### src/rtl/pulses_param_pkg.sv
// Shared frame layout, reset defaults and receiver state encoding for the pulse generator parameters.
package pulses_param_pkg;

  localparam logic [7:0]  HEADER      = 8'hA5;
  localparam int unsigned PAYLOAD_LEN = 18;
  localparam int unsigned FRAME_BITS  = PAYLOAD_LEN * 8;

  localparam int unsigned OFF_PER      = 0;
  localparam int unsigned OFF_P1WID    = 4;
  localparam int unsigned OFF_DEL      = 6;
  localparam int unsigned OFF_P2WID    = 8;
  localparam int unsigned OFF_NUT_W    = 10;
  localparam int unsigned OFF_NUT_D    = 11;
  localparam int unsigned OFF_CP       = 13;
  localparam int unsigned OFF_P_BL     = 14;
  localparam int unsigned OFF_P_BL_OFF = 15;
  localparam int unsigned OFF_BL       = 17;

  typedef enum logic [1:0] {HUNT, PAYLOAD, CSUM, COMMIT} state_e;

  typedef struct packed {
    logic [31:0] per;
    logic [15:0] p1wid;
    logic [15:0] del;
    logic [15:0] p2wid;
    logic [7:0]  nut_w;
    logic [15:0] nut_d;
    logic [7:0]  cp;
    logic [7:0]  p_bl;
    logic [15:0] p_bl_off;
    logic        bl;
  } param_t;

  localparam param_t PARAM_DEFAULT = '{
    per: 32'd65536, p1wid: 16'd30, del: 16'd200, p2wid: 16'd30, nut_w: 8'd50,
    nut_d: 16'd300, cp: 8'd3, p_bl: 8'd50, p_bl_off: 16'd100, bl: 1'b1
  };

  // First byte of the frame sits in the MSBs of the assembled shadow vector.
  function automatic int unsigned byte_msb(input int unsigned off);
    return FRAME_BITS - 1 - 8 * off;
  endfunction

endpackage

### src/rtl/byte_timeout.sv
// Inter-byte watchdog: clears on activity, counts idle cycles while enabled, flags the terminal count.
module byte_timeout #(
  parameter int unsigned LIMIT = 500000
) (
  input  logic clk,
  input  logic reset,
  input  logic en_i,
  input  logic clr_i,
  output logic expire_c
);

  localparam int unsigned CNT_W = (LIMIT > 2) ? $clog2(LIMIT) : 1;

  logic [CNT_W-1:0] cnt_q, cnt_d;

  always_comb begin
    cnt_d = '0;
    if (en_i && !clr_i) cnt_d = cnt_q + CNT_W'(1);
  end

  always_ff @(posedge clk) begin
    if (!reset) cnt_q <= '0;
    else        cnt_q <= cnt_d;
  end

  // Activity in the terminal cycle wins over the timeout.
  assign expire_c = en_i && !clr_i && (cnt_q == CNT_W'(LIMIT - 1));

endmodule

### src/rtl/param_frame_rx.sv
// Assembles a parameter frame from the PC byte stream and commits it atomically with a load strobe.
// Optional trailing XOR checksum byte enabled by defining PARAM_CSUM_EN.
module param_frame_rx
  import pulses_param_pkg::*;
#(
  parameter int unsigned TIMEOUT_CYC = 500000,
  parameter int unsigned STROBE_LEN  = 4
) (
  input  logic        clk,
  input  logic        reset,
  input  logic [7:0]  rx_data,
  input  logic        rx_valid,
  output logic [31:0] per,
  output logic [15:0] p1wid,
  output logic [15:0] del,
  output logic [15:0] p2wid,
  output logic [7:0]  nut_w,
  output logic [15:0] nut_d,
  output logic [7:0]  cp,
  output logic [7:0]  p_bl,
  output logic [15:0] p_bl_off,
  output logic        bl,
  output logic        rxd,
  output logic        frame_err,
  output logic [7:0]  err_count
);

  localparam int unsigned IDX_W = $clog2(PAYLOAD_LEN);
  localparam int unsigned STB_W = $clog2(STROBE_LEN);
  localparam logic [IDX_W-1:0] LAST_IDX = IDX_W'(PAYLOAD_LEN - 1);

  state_e                state_q, state_d;
  logic [IDX_W-1:0]      idx_q, idx_d;
  logic [FRAME_BITS-1:0] shadow_q;
  param_t                live_q;
  logic [STB_W-1:0]      stb_cnt_q;
  logic                  rxd_q, frame_err_q;
  logic [7:0]            err_cnt_q;
  logic                  shift_c, commit_c, err_c, tmo_en_c, tmo_c;
`ifdef PARAM_CSUM_EN
  logic [7:0]            xor_q, xor_d;
`endif

  byte_timeout #(.LIMIT(TIMEOUT_CYC)) u_byte_timeout (
    .clk      (clk),
    .reset    (reset),
    .en_i     (tmo_en_c),
    .clr_i    (rx_valid),
    .expire_c (tmo_c)
  );

  always_comb begin
    state_d  = state_q;
    idx_d    = idx_q;
    shift_c  = 1'b0;
    commit_c = 1'b0;
    err_c    = 1'b0;
    tmo_en_c = 1'b0;
`ifdef PARAM_CSUM_EN
    xor_d    = xor_q;
`endif
    case (state_q)
      // COMMIT lasts one cycle and otherwise listens like HUNT.
      HUNT, COMMIT: begin
        commit_c = (state_q == COMMIT);
        state_d  = HUNT;
        if (rx_valid && rx_data == HEADER) begin
          state_d = PAYLOAD;
          idx_d   = '0;
`ifdef PARAM_CSUM_EN
          xor_d   = '0;
`endif
        end
      end
      PAYLOAD: begin
        tmo_en_c = 1'b1;
        if (rx_valid) begin
          shift_c = 1'b1;
          idx_d   = idx_q + IDX_W'(1);
`ifdef PARAM_CSUM_EN
          xor_d   = xor_q ^ rx_data;
          if (idx_q == LAST_IDX) state_d = CSUM;
`else
          if (idx_q == LAST_IDX) state_d = COMMIT;
`endif
        end else if (tmo_c) begin
          err_c   = 1'b1;
          state_d = HUNT;
        end
      end
`ifdef PARAM_CSUM_EN
      CSUM: begin
        tmo_en_c = 1'b1;
        if (rx_valid) begin
          if (rx_data == xor_q) begin
            state_d = COMMIT;
          end else begin
            err_c   = 1'b1;
            state_d = HUNT;
          end
        end else if (tmo_c) begin
          err_c   = 1'b1;
          state_d = HUNT;
        end
      end
`endif
      default: state_d = HUNT;
    endcase
  end

  always_ff @(posedge clk) begin
    if (!reset) begin
      state_q <= HUNT;
      idx_q   <= '0;
`ifdef PARAM_CSUM_EN
      xor_q   <= '0;
`endif
    end else begin
      state_q <= state_d;
      idx_q   <= idx_d;
`ifdef PARAM_CSUM_EN
      xor_q   <= xor_d;
`endif
    end
  end

  // Shadow is fully rewritten by every complete frame, so it needs no reset.
  always_ff @(posedge clk) begin
    if (shift_c) shadow_q <= {shadow_q[FRAME_BITS-9:0], rx_data};
  end

  always_ff @(posedge clk) begin
    if (!reset) begin
      live_q      <= PARAM_DEFAULT;
      rxd_q       <= 1'b0;
      stb_cnt_q   <= '0;
      frame_err_q <= 1'b0;
      err_cnt_q   <= '0;
    end else begin
      frame_err_q <= err_c;
      if (err_c && err_cnt_q != 8'hFF) err_cnt_q <= err_cnt_q + 8'd1;
      if (commit_c) begin
        live_q <= '{
          per:      shadow_q[byte_msb(OFF_PER)      -: 32],
          p1wid:    shadow_q[byte_msb(OFF_P1WID)    -: 16],
          del:      shadow_q[byte_msb(OFF_DEL)      -: 16],
          p2wid:    shadow_q[byte_msb(OFF_P2WID)    -: 16],
          nut_w:    shadow_q[byte_msb(OFF_NUT_W)    -: 8],
          nut_d:    shadow_q[byte_msb(OFF_NUT_D)    -: 16],
          cp:       shadow_q[byte_msb(OFF_CP)       -: 8],
          p_bl:     shadow_q[byte_msb(OFF_P_BL)     -: 8],
          p_bl_off: shadow_q[byte_msb(OFF_P_BL_OFF) -: 16],
          bl:       shadow_q[byte_msb(OFF_BL) - 7]
        };
        rxd_q     <= 1'b1;
        stb_cnt_q <= STB_W'(STROBE_LEN - 1);
      end else if (stb_cnt_q != '0) begin
        stb_cnt_q <= stb_cnt_q - STB_W'(1);
      end else begin
        rxd_q <= 1'b0;
      end
    end
  end

  logic unused_bl_bits;
  assign unused_bl_bits = ^shadow_q[byte_msb(OFF_BL) -: 7];

  assign per       = live_q.per;
  assign p1wid     = live_q.p1wid;
  assign del       = live_q.del;
  assign p2wid     = live_q.p2wid;
  assign nut_w     = live_q.nut_w;
  assign nut_d     = live_q.nut_d;
  assign cp        = live_q.cp;
  assign p_bl      = live_q.p_bl;
  assign p_bl_off  = live_q.p_bl_off;
  assign bl        = live_q.bl;
  assign rxd       = rxd_q;
  assign frame_err = frame_err_q;
  assign err_count = err_cnt_q;

endmodule
### config.mk
export PLATFORM = sky130hd
export DESIGN_NAME = param_frame_rx
export DESIGN_NICKNAME = d
export VERILOG_FILES = /design/src/rtl/pulses_param_pkg.sv /design/src/rtl/byte_timeout.sv /design/src/rtl/param_frame_rx.sv
export SDC_FILE = /design/constraint.sdc
export NUM_CORES = 1
export LEC_CHECK = 0
export ABC_CLOCK_PERIOD_IN_PS = 16379
export CAP_MARGIN = 20
export CELL_PAD_IN_SITES_DETAIL_PLACEMENT = 1
export CELL_PAD_IN_SITES_GLOBAL_PLACEMENT = 1
export CORE_MARGIN = 2
export CORE_UTILIZATION = 47
export DETAILED_ROUTE_END_ITERATION = 8
export PLACE_DENSITY_LB_ADDON = 0.1
export SLEW_MARGIN = 20
export SYNTH_ARGS = -nofsm -noshare
export SYNTH_HDL_FRONTEND = slang
export SYNTH_SLANG_ARGS = --single-unit
export TNS_END_PERCENT = 5
### constraint.sdc
create_clock -name clk -period 16.38 [get_ports clk]
set_clock_uncertainty 0.05 [all_clocks]
set_input_delay 2.457 -clock clk [delete_from_list [all_inputs] [get_ports clk]]
set_output_delay 2.457 -clock clk [all_outputs]
set_load 0.005 [all_outputs]
==> impl_metrics.csv <==
group,metric,value,unit
clock_tree,postCtsSetupBuffers,0,
setup_path,cp.buffers_inverters,2,
synth,synth_seq_area_share,0.714,
synth,yosys-top-cells-area,"edfxtp_1, dfxtp_1, mux2i_1",
sta,hold_viol_final,0,
finish,drive_gt1_frac,0.0594,
setup_path,max_stage_delay,730,ps
routing,detailroute.via_count,6782,
routing,drt_iter0_drc,354,
outcome,status,"finished, final reports clean",
setup_path,path_max_fanout,88,
clock_tree,htree_levels,2,
sta,worst_slack,11760,ps
synth,ys_warn_count,0,
clock_tree,cts_tree,"yes",
synth,synthDistinctLibCells,36,
clock_tree,cts_hold_buf,0,
finish,stdcell_area,0.0139,mm2
finish,syn_to_final_growth,26.9,%
finish,antenna_cells,0,
synth,syn-num-nets,831,
sta,rsz0062_at_grt,"false",
floorplanning,rows,55,
clock_tree,clock-sinks,319,
grt,overflow,0,
synth,syn_inst,812,
placement,numPortBuffers,157,
job,drv_cap,0,
sta,fin_crit,4620,ps
grt,grt_first_pass_wirelength,39.4,mm
floorplanning,fp.dieArea,0.0246,mm2
power,irDropWorstVdd,0.0000726,V
sta,hold_slack,375,ps
routing,detail-route-antenna-nets,0,
sta,fin_crit_sh,0.282,
setup_path,crit_required,16450,ps
routing,wl_per_cell,19.0,um
routing,viasPerCell,5.19,
sta,maxSlewHeadroom,0.336,
synth,postSynthAreaPerCell,13.5,um2
placement,placed_area,0.0128,mm2
sta,tns,0,ps
clock_tree,cts_buffers,34,
floorplanning,die_w,157,um
placement,place_congestion,0.800,
synth,synth_edf_count,144,
sta,maxSlewViolCount,0,
setup_path,path_class,"in2reg",
floorplanning,start_util,0.482,
synth,synthFlopType,"dfxtp_1",
clock_tree,clk_latency,500,ps
setup_path,end_kind,"flip-flop",
routing,firstDrtPassIters,4,
floorplanning,core_area,0.0228,mm2
min_path,hold_class,"reg2reg",
power,leakagePower,4.47,nW
clock_tree,cts_root_buf,"clkbuf_16",
floorplanning,die_y,157,um
finish,finalNetCount,987,
routing,drcViolationCount,0,
setup_path,path_cells,"clkdlybuf4s50_1 > and2_4 > buf_6",
floorplanning,ios,158,
grt,track_usage,0.205,
grt,grt_max_degree,89,
placement,detailed_place_hpwl,15.6,mm
routing,wl,24.9,mm
synth,async_flop_share,0,
synth,ys_seq_elements,319,
sta,setup_viol,0,
synth,netlist.top_cell.by_area,"edfxtp_1",
setup_path,crit_slowest_cell,"and2_4",
power,powerDensity,115,mW/mm2
grt,grt_antenna_before_repair,0,
sta,worst_pin_slew,996,ps
synth,synth_top_area_frac,0.394,
setup_path,startpoint_type,"primary input",
sta,max_freq,217,MHz
setup_path,path_delay_family,"buffers and inverters",
setup_path,crit_arrival,4680,ps
clock_tree,cts.repair.resized,0,
synth,synth_area,0.0110,mm2
placement,placement.setup.worst_slack,10980,ps
clock_tree,clkSlewWorstSetupHoldPaths,60,ps
clock_tree,cts.path.max_buffers,3,
grt,grt_pass1_vias,7341,
-- power by group --
| part | switching (mW) | leakage (nW) | internal [mW] | total [mW] |
|---|---|---|---|---|
| combinational | 0.0157 | 1.22 | 0.00901 | 0.0248 |
| sequential | 0.00112 | 2.70 | 0.827 | 0.829 |
| clock | 0.301 | 0.537 | 0.445 | 0.746 |
| total | 0.317 | 4.47 | 1.28 | 1.60 |
-- registers in the layout, indices dropped and copies added, names as in the netlist, 16 cells and up --
register / flops
p2wid: 16
p1wid: 16
p_bl_off: 16
per: 32
nut_d: 16
u_byte_timeout.cnt_q: 19
shadow_q: 144
del: 16
-- layout by cell type (no fill, tap or decap), types with 2 or more instances in the layout --
| master | n |
|---|---|
| clkinv_1 | 5 |
| or4_1 | 12 |
| inv_1 | 16 |
| nand4_1 | 7 |
| clkbuf_8 | 4 |
| nand2_1 | 42 |
| buf_4 | 3 |
| dfxtp_1 | 175 |
| xor2_1 | 3 |
| o21a_1 | 2 |
| nor4_1 | 3 |
| o311ai_0 | 2 |
| edfxtp_1 | 144 |
| mux2i_1 | 139 |
| clkinv_2 | 5 |
| and2_1 | 2 |
| xnor2_1 | 9 |
| nand2b_1 | 2 |
| ha_1 | 7 |
| or4b_1 | 2 |
| nand4bb_1 | 2 |
| nand3_1 | 7 |
| clkdlybuf4s50_1 | 156 |
| o21ai_0 | 8 |
| a21oi_1 | 17 |
| nor2_1 | 130 |
| clkbuf_1 | 9 |
| or3_1 | 8 |
| clkbuf_16 | 37 |
| nor3_1 | 5 |
| or2_2 | 2 |
| a21boi_0 | 3 |
| o31ai_1 | 11 |
| o211ai_1 | 2 |
-- cells by family after synthesis --
| logic type | after synthesis | share of synthesized area |
|---|---|---|
| buffers and inverters | 58 | 0.0200 |
| AOI/OAI and AO/OA | 49 | 0.0286 |
| and+or+nand+nor | 227 | 0.0923 |
| adders and majority gates | 8 | 0.00913 |
| xor gates and xnor gates | 12 | 0.00958 |
| DFF | 319 | 0.714 |
| muxes | 139 | 0.127 |
-- worst reg2reg max path, cell delays in order (launching register included) --
cell	delay (ps)
dfxtp_1	430
ha_1	320
and2_4	710
buf_6	770
-- layout make-up --
cell class | count | area [um2]
clock buffer | 50 | 1010
clock inverter | 12 | 81.3
fill | 2229 | 8860
inverter | 17 | 66.3
multi-input combinational | 435 | 2940
sequential | 319 | 7830
tap | 313 | 392
timing repair buffer | 161 | 1600
-- path summary, 6_finish.rpt --
path                                  start           end  slack [ps]  cells after the start
worst max-delay path               rx_valid  shadow_q[23]       11760                      3
worst max register to register   state_q[0]  shadow_q[23]       13650                      3
worst min-delay path            shadow_q[4]  shadow_q[12]         370                      0
worst min register to register  shadow_q[4]  shadow_q[12]         370                      0
-- through the flow --
step / std cells / utilization / total power, mW
final: 1307 / 0.611 / 1.60
after detailed placement: 1245 / 0.563 / 0.871
after CTS: 1307 / 0.611 / 1.62
after floorplan: 812 / - / 0.863
after global placement: 1245 / 0.563 / 0.868
after global routing: 1307 / 0.611 / 1.65
-- Yosys cell counts, drive strengths merged, types with 5 or more instances --
cell type and count:
nand4 7, nor2 130, nand3 7, clkbuf 30, edfxtp 144, nor3 5
mux2i 139, xnor2 9, a21oi 17, or4 12, buf 11, inv 17
o31ai 11, ha 8, o21ai 8, or3 8, nand2 42, dfxtp 175
-- layer usage --
layer / track usage / vias to the layer above / wire, um
met1: 0.245 / 3379 / 10400
met5: 0 / - / 0
met3: 0.0493 / 44 / 1420
met2: 0.361 / 164 / 12400
met4: 0.0708 / 0 / 656
li1: - / 3195 / -
(Power assumes the default switching activity.)
